`src/rtl/alu_pkg.sv`:
```
// Shared definitions for the lab ALU serial arithmetic blocks.
package alu_pkg;

    typedef enum logic [1:0] {
        IDLE,
        SHIFT,
        DONE
    } sub_state_t;

    // Default operand width, shared with the adder-side serial block.
    localparam int ALU_WIDTH = 8;

endpackage

```
`src/rtl/full_subtractor.sv`:
```
// One-bit full subtractor cell: d = x - y - bi, bo = borrow out.
module full_subtractor (
    input  logic x,
    input  logic y,
    input  logic bi,
    output logic d,
    output logic bo
);

    assign d  = x ^ y ^ bi;
    assign bo = (~x & y) | (~(x ^ y) & bi);

endmodule

```
`src/rtl/serial_subtractor.sv`:
```
// Bit-serial unsigned subtractor: A - B - Bin, LSB first, one bit per clock,
// with a start/busy/done handshake toward the controlling sequencer.
module serial_subtractor
    import alu_pkg::*;
#(
    parameter int WIDTH = ALU_WIDTH
) (
    input  logic             clk,
    input  logic             rst_n,
    input  logic             start,
    input  logic [WIDTH-1:0] a,
    input  logic [WIDTH-1:0] b,
    input  logic             bin,
    output logic             busy,
    output logic             done,
    output logic [WIDTH-1:0] diff,
    output logic             bout
);

    localparam int              CNT_W = $clog2(WIDTH + 1);
    localparam logic [CNT_W-1:0] LAST  = CNT_W'(WIDTH - 1);

    sub_state_t       state_q, state_d;
    logic [WIDTH-1:0] a_q, a_d;
    logic [WIDTH-1:0] b_q, b_d;
    logic [WIDTH-2:0] res_q, res_d;
    logic             br_q, br_d;
    logic [CNT_W-1:0] cnt_q, cnt_d;
    logic [WIDTH-1:0] diff_q, diff_d;
    logic             bout_q, bout_d;

    logic             cell_d;
    logic             cell_bo;
    logic [WIDTH-1:0] res_full;

    full_subtractor u_cell (
        .x  (a_q[0]),
        .y  (b_q[0]),
        .bi (br_q),
        .d  (cell_d),
        .bo (cell_bo)
    );

    // The result register holds only the WIDTH-1 bits already produced; the
    // current cell output completes the word on the final step.
    assign res_full = {cell_d, res_q};

    always_comb begin
        // NOTE: every next-state signal gets its hold value first so no path
        // through the case statement can infer a latch.
        state_d = state_q;
        a_d     = a_q;
        b_d     = b_q;
        res_d   = res_q;
        br_d    = br_q;
        cnt_d   = cnt_q;
        diff_d  = diff_q;
        bout_d  = bout_q;

        case (state_q)
            IDLE: begin
                if (start) begin
                    a_d     = a;
                    b_d     = b;
                    br_d    = bin;
                    cnt_d   = '0;
                    state_d = SHIFT;
                end
            end
            SHIFT: begin
                a_d   = a_q >> 1;
                b_d   = b_q >> 1;
                br_d  = cell_bo;
                res_d = res_full[WIDTH-1:1];
                cnt_d = cnt_q + CNT_W'(1);
                if (cnt_q == LAST) begin
                    diff_d  = res_full;
                    bout_d  = cell_bo;
                    state_d = DONE;
                end
            end
            DONE:    state_d = IDLE;
            default: state_d = IDLE;
        endcase
    end

    // NOTE: state registers use non-blocking assignments so every flop samples
    // the pre-edge values regardless of statement order.
    always_ff @(posedge clk or negedge rst_n) begin
        if (!rst_n) begin
            state_q <= IDLE;
            a_q     <= '0;
            b_q     <= '0;
            res_q   <= '0;
            br_q    <= 1'b0;
            cnt_q   <= '0;
            diff_q  <= '0;
            bout_q  <= 1'b0;
        end else begin
            state_q <= state_d;
            a_q     <= a_d;
            b_q     <= b_d;
            res_q   <= res_d;
            br_q    <= br_d;
            cnt_q   <= cnt_d;
            diff_q  <= diff_d;
            bout_q  <= bout_d;
        end
    end

    assign busy = (state_q == SHIFT);
    assign done = (state_q == DONE);
    assign diff = diff_q;
    assign bout = bout_q;

endmodule

```
`config.mk`:
```
export PLATFORM = sky130hd
export DESIGN_NAME = serial_subtractor
export DESIGN_NICKNAME = d
export VERILOG_FILES = /design/src/rtl/alu_pkg.sv /design/src/rtl/full_subtractor.sv /design/src/rtl/serial_subtractor.sv
export SDC_FILE = /design/constraint.sdc
export NUM_CORES = 1
export LEC_CHECK = 0
export ABC_CLOCK_PERIOD_IN_PS = 1380
export BUFFER_PORTS_ARGS = -buffer_cell sky130_fd_sc_hd__buf_4
export CORE_ASPECT_RATIO = 0.75
export CORE_MARGIN = 1.5
export CORE_UTILIZATION = 48
export CTS_CLUSTER_DIAMETER = 200
export DETAILED_ROUTE_END_ITERATION = 16
export PLACE_DENSITY = 0.7
export SLEW_MARGIN = 5
export SYNTH_ARGS = -nofsm -noshare
export SYNTH_HDL_FRONTEND = slang
export SYNTH_SLANG_ARGS = --single-unit
```
`constraint.sdc`:
```
create_clock -name clk -period 1.38 [get_ports clk]
set_input_delay 0.069 -clock clk [delete_from_list [all_inputs] [get_ports clk]]
set_output_delay 0.069 -clock clk [all_outputs]
set_load 0.005 [all_outputs]
```
-- After elaboration in Yosys (flattened, before gate mapping)
Index checks and enable logic that the tools add are counted.
W data, S select, Z words.
- multiplexer cells: 11
- bitwise operators: 7
- add/subtract/negate cells: 1
- reductions and logical operators: 5
- equality and inequality tests: 5
- operator list (operator ; count):
    $pmux W8 S2 ; 2
    $mux W8 ; 2
    $pmux W4 S2 ; 1
    $reduce_and A2 Y1 ; 3
    $add A4 B1 Y4 const B ; 1
    $eq A4 B3 Y1 const B ; 1
    $mux W2 ; 2
    $mux W4 ; 1
    $pmux W2 S2 ; 1
    $and A1 B1 Y1 ; 2
    $eq A2 B1 Y1 const B ; 1
    $eq A2 B2 Y1 const B ; 1
    $logic_not A2 Y1 ; 1
    $ne A2 B1 Y1 const B ; 1
    $ne A2 B2 Y1 const B ; 1
    $not A1 Y1 ; 2
    $pmux W1 S2 ; 1
    $reduce_bool A2 Y1 ; 1
    $xor A1 B1 Y1 ; 2
    $mux W1 ; 1
    $or A1 B1 Y1 ; 1
- bits of input ports: 20
- bits in registers: 39
- word-level logic and storage cells: 37

-- Depth between registers and ports, before layout
- depth after elaboration: 5
- gate-level depth with buffers: 5
- gate-level depth less buffers: 5

-- By module
A second synthesis with hierarchy kept.
- cells, all modules: 171
- area total of the unflattened synthesis: 1776.7 um^2
- modules (own cells, without submodules) (module ; area each (um^2) ; instances ; seq. area each (um^2) ; cells an instance):
    serial_subtractor ; 1745.4 ; 1 ; 975.9 ; 167
    full_subtractor ; 31.3 ; 1 ; 0.0 ; 4

-- Worst setup path before layout
No wires, ideal clock.
- kind: register to register
- start point: reg cnt_q[0]
- end point: reg diff_q[0] (netlist: diff[0])
- clock period less this slack: 1429 ps
- arrival: 1304 ps
- path buffers: 0
- slack: -49 ps
- stages on the path, launching flop included: 5
- required time: 1255 ps
- setup time: 125 ps
- cells stage by stage: dfrtp_1 ha_1 nand2_1 nor3_4 mux2_2
- longest elaborated chain between the ends: 2
- RTL lines (what ; line ; source):
    start, declared ; serial_subtractor.sv:28 ; logic [CNT_W-1:0] cnt_q, cnt_d;
    start signal, assigned ; serial_subtractor.sv:105 ; cnt_q <= cnt_d;
    $eq A4 B3 Y1 ; serial_subtractor.sv:76 ; if (cnt_q == LAST) begin
    $reduce_and A2 Y1 (no source line) ; -- ;
    end signal, assigned ; serial_subtractor.sv:106 ; diff_q <= diff_d;
    end, declared ; serial_subtractor.sv:29 ; logic [WIDTH-1:0] diff_q, diff_d;
No other way between the ends.
A chain may end at the register's enable or synchronous reset.

-- Worst setup path after layout
- start point: reg cnt_q[0]
- end point: reg diff_q[1] (netlist: diff[1])
Same word-level chain as after synthesis.

==> qor.csv <==
metric;value;unit
diode count;0;
DRT iter0 DRCs;70;
die height;53.6;um
drt drc;0;
clk_lat worst skew;0.29;ns
Min Hold Slack;0.0748;ns
Core ar.;3270;um^2
Avg Cell Area, Syn;10.8;um^2
FF-to-FF Start;cnt_q[0];
post-route worst setup slack;-0.0202;ns
worst-path fanout max;7;
slowest CP cell;dfrtp_1;
post-synth top area cell;dfrtp_1;
Synth top area share;59.6;%
initial antenna violation count;0;
critical path type;flip-flop to flip-flop;
WL per Instance;15.3;um
Hold Fails Final Rpt;0;
synth top area cells;dfrtp_1 60%, nand2_1 8.9%, a22oi_1 6.4%, mux2_2 6.2%, o21ai_0 4.9%;
cells after synthesis;152;
Slew @ Worst Pin;0.498;ns
most common cell after layout, fill and taps aside;buf_4;
placed instance area;1990;um^2
dpl ws;-0.0385;ns
CTS Buf Count;5;
GRT Total Usage;21.7;%
final WL;3690;um
largest stage delay on the critical path;0.39;ns
net count after synthesis;174;
Pwr Density;2250;nW/um^2
DR vias/cell;5.31;
Synth Register Bits;39;
layout cells sized above 1;34.3;%
die width;70.4;um
critical path endpoint category;flip-flop;
Worst-path clk slew;0.07;ns
WP depth;5;
Max Fclk;714;MHz
Worst path top cell family by delay;flip-flops;
initial core utilization;50.1;%
CP Buf/Inv Count;1;
yosys warns;0;
vias in the first global route;1283;
total die area;3770;um^2
largest net degree at the start of global routing;40;
TritonRoute pass-1 iters;4;
row cnt;18;
port buffer count;30;
Max Slew Vio Count;0;
Syn Std Cell Area;1640;um^2
Distinct cells, synth;21;
I/O Pins;31;
minimum clock period;1.40;ns
status;finished, violations left;
sequential-to-total area share from yosys stat;59.6;%
Slew headroom;66.8;%
Pleak;1.04;nW
clock sinks;39;
MaxCap Viol Count;0;
commonest non-fill, non-tap cells in the layout;44 x buf_4, 39 x dfrtp_1, 38 x nand2_1, 16 x o21ai_0, 14 x a22oi_1;
fin nets;224;
RSZ-0062 raised after global routing;yes;
Max IR drop VDD;1.25;mV
GPL Wtd Cong;0.793;
Max clock buf depth;2;
worst hold-check path type;input port to flip-flop;
CP endpoint;diff[1];
CTS tree;built;
final worst path period share;101;%
post-DP HPWL;2410;um
r2r setup slk;-0.02;ns
Reg2Reg Capture Point;diff[1];
Power Total;4.93;mW
FF-to-FF path depth;5;
Worst setup startpoint;cnt_q[0];
final instance area;2190;um^2
CP arrival;1.57;ns
GR Overflow Total;0;
failing checks;negative setup slack;
first-pass GRT wire length;6070;um
total number of vias;1279;
ANT nets after route;0;
Layout Skew;0.00289;ns
Area Overhead vs Synth;33.6;%
clock root buffer master;clkbuf_8;
Setup Viol. Count Final;6;
cell-by-cell trace of the critical path;ha_4 > nand2_4 > nor3_4 > buf_12 > mux2_2;
H-tree depth;2;
Required @ worst endpoint;1.55;ns
Startpoint Class;flip-flop;
## synthesized netlist by cell type
library cell  number
ha_1               1
mux2_2             9
a22o_1             4
mux2i_1            1
or3_1              1
o21ai_0           16
buf_2              6
nand2b_1           1
inv_1              3
a21oi_1            2
nor2_1             2
a22oi_1           14
fa_1               1
o21bai_1           1
nor2b_1            4
clkbuf_1           3
dfrtp_1           39
nand2_1           39
nand3_1            3
clkinv_1           1
nor3_4             1
## cells by family (layout without fill, tap and decap cells)
kind of cell    Yosys count  count (layout)  synth area share, %
simple gates             51              51                 13.6
flops                    39              39                 59.6
compound gates           37              37                 14.5
buf+inv                  13              62                 3.44
mux                      10              10                 6.80
fa+ha+maj                 2               2                 1.99
## worst min-delay path by stage
stage / start / slack [ns] / cells past startpoint / end
floorplan: rst_n / -0.23 / 0 / a_q[0]
global placement: rst_n / 0.06 / 1 / a_q[5]
detailed placement: rst_n / 0.07 / 1 / b_q[5]
CTS: a[0] / 0.06 / 3 / a_q[0]
global route: b[4] / 0.08 / 3 / b_q[4]
finish: a[0] / 0.07 / 3 / a_q[0]
## area by class of cell
class,count,area [um^2]
timing repair buffer,52,425
sequential,39,976
tap,40,50.0
inverter,4,15.0
clock buffer,6,72.6
fill,240,1080
multi-input combinational,100,648
## timing repair
action | CTS | global route
setup endpoints to repair | 9 | 13
hold buffers | 3 | 0
pin swaps | 0 | 2
buffers inserted | 3 | 3
hold endpoints to repair | 41 | 0
resized for setup | 5 | 9
## through the flow
step                setup TNS, ns  cells  util [%]
floorplan                  -0.391    152         -
global placement                0    227      60.9
detailed placement         -0.230    227      60.9
CTS                       -0.0791    239      65.3
global route               -0.523    241      67.0
finish                    -0.0623    241      67.0
## power by group
group	switching, mW	leakage [nW]	internal (mW)
clock network	0.362	0.0371	0.336
logic	1.05	0.509	1.20
registers	0.336	0.499	1.64
total	1.75	1.04	3.18
## metal layers
metal	vias up	global-route usage, %	share of wire, %
met4	0	8.97	1.8
met5	-	0	0
met2	24	35.2	47
li1	617	-	-
met1	630	28.0	47
met3	8	6.18	4.4
## sequential cells by signal (all words and copies together) (netlist names)
signal and flops:
state_q 2, b_q 8, res_q 7, bout 1, diff 8, a_q 8
cnt_q 4, br_q 1
## worst register-to-register path, stage by stage (launching register included)
cell	delay, ns
dfrtp_1	0.39
ha_4	0.18
nand2_4	0.06
nor3_4	0.17
buf_12	0.16
mux2_2	0.33
(Power assumes the default switching activity.)
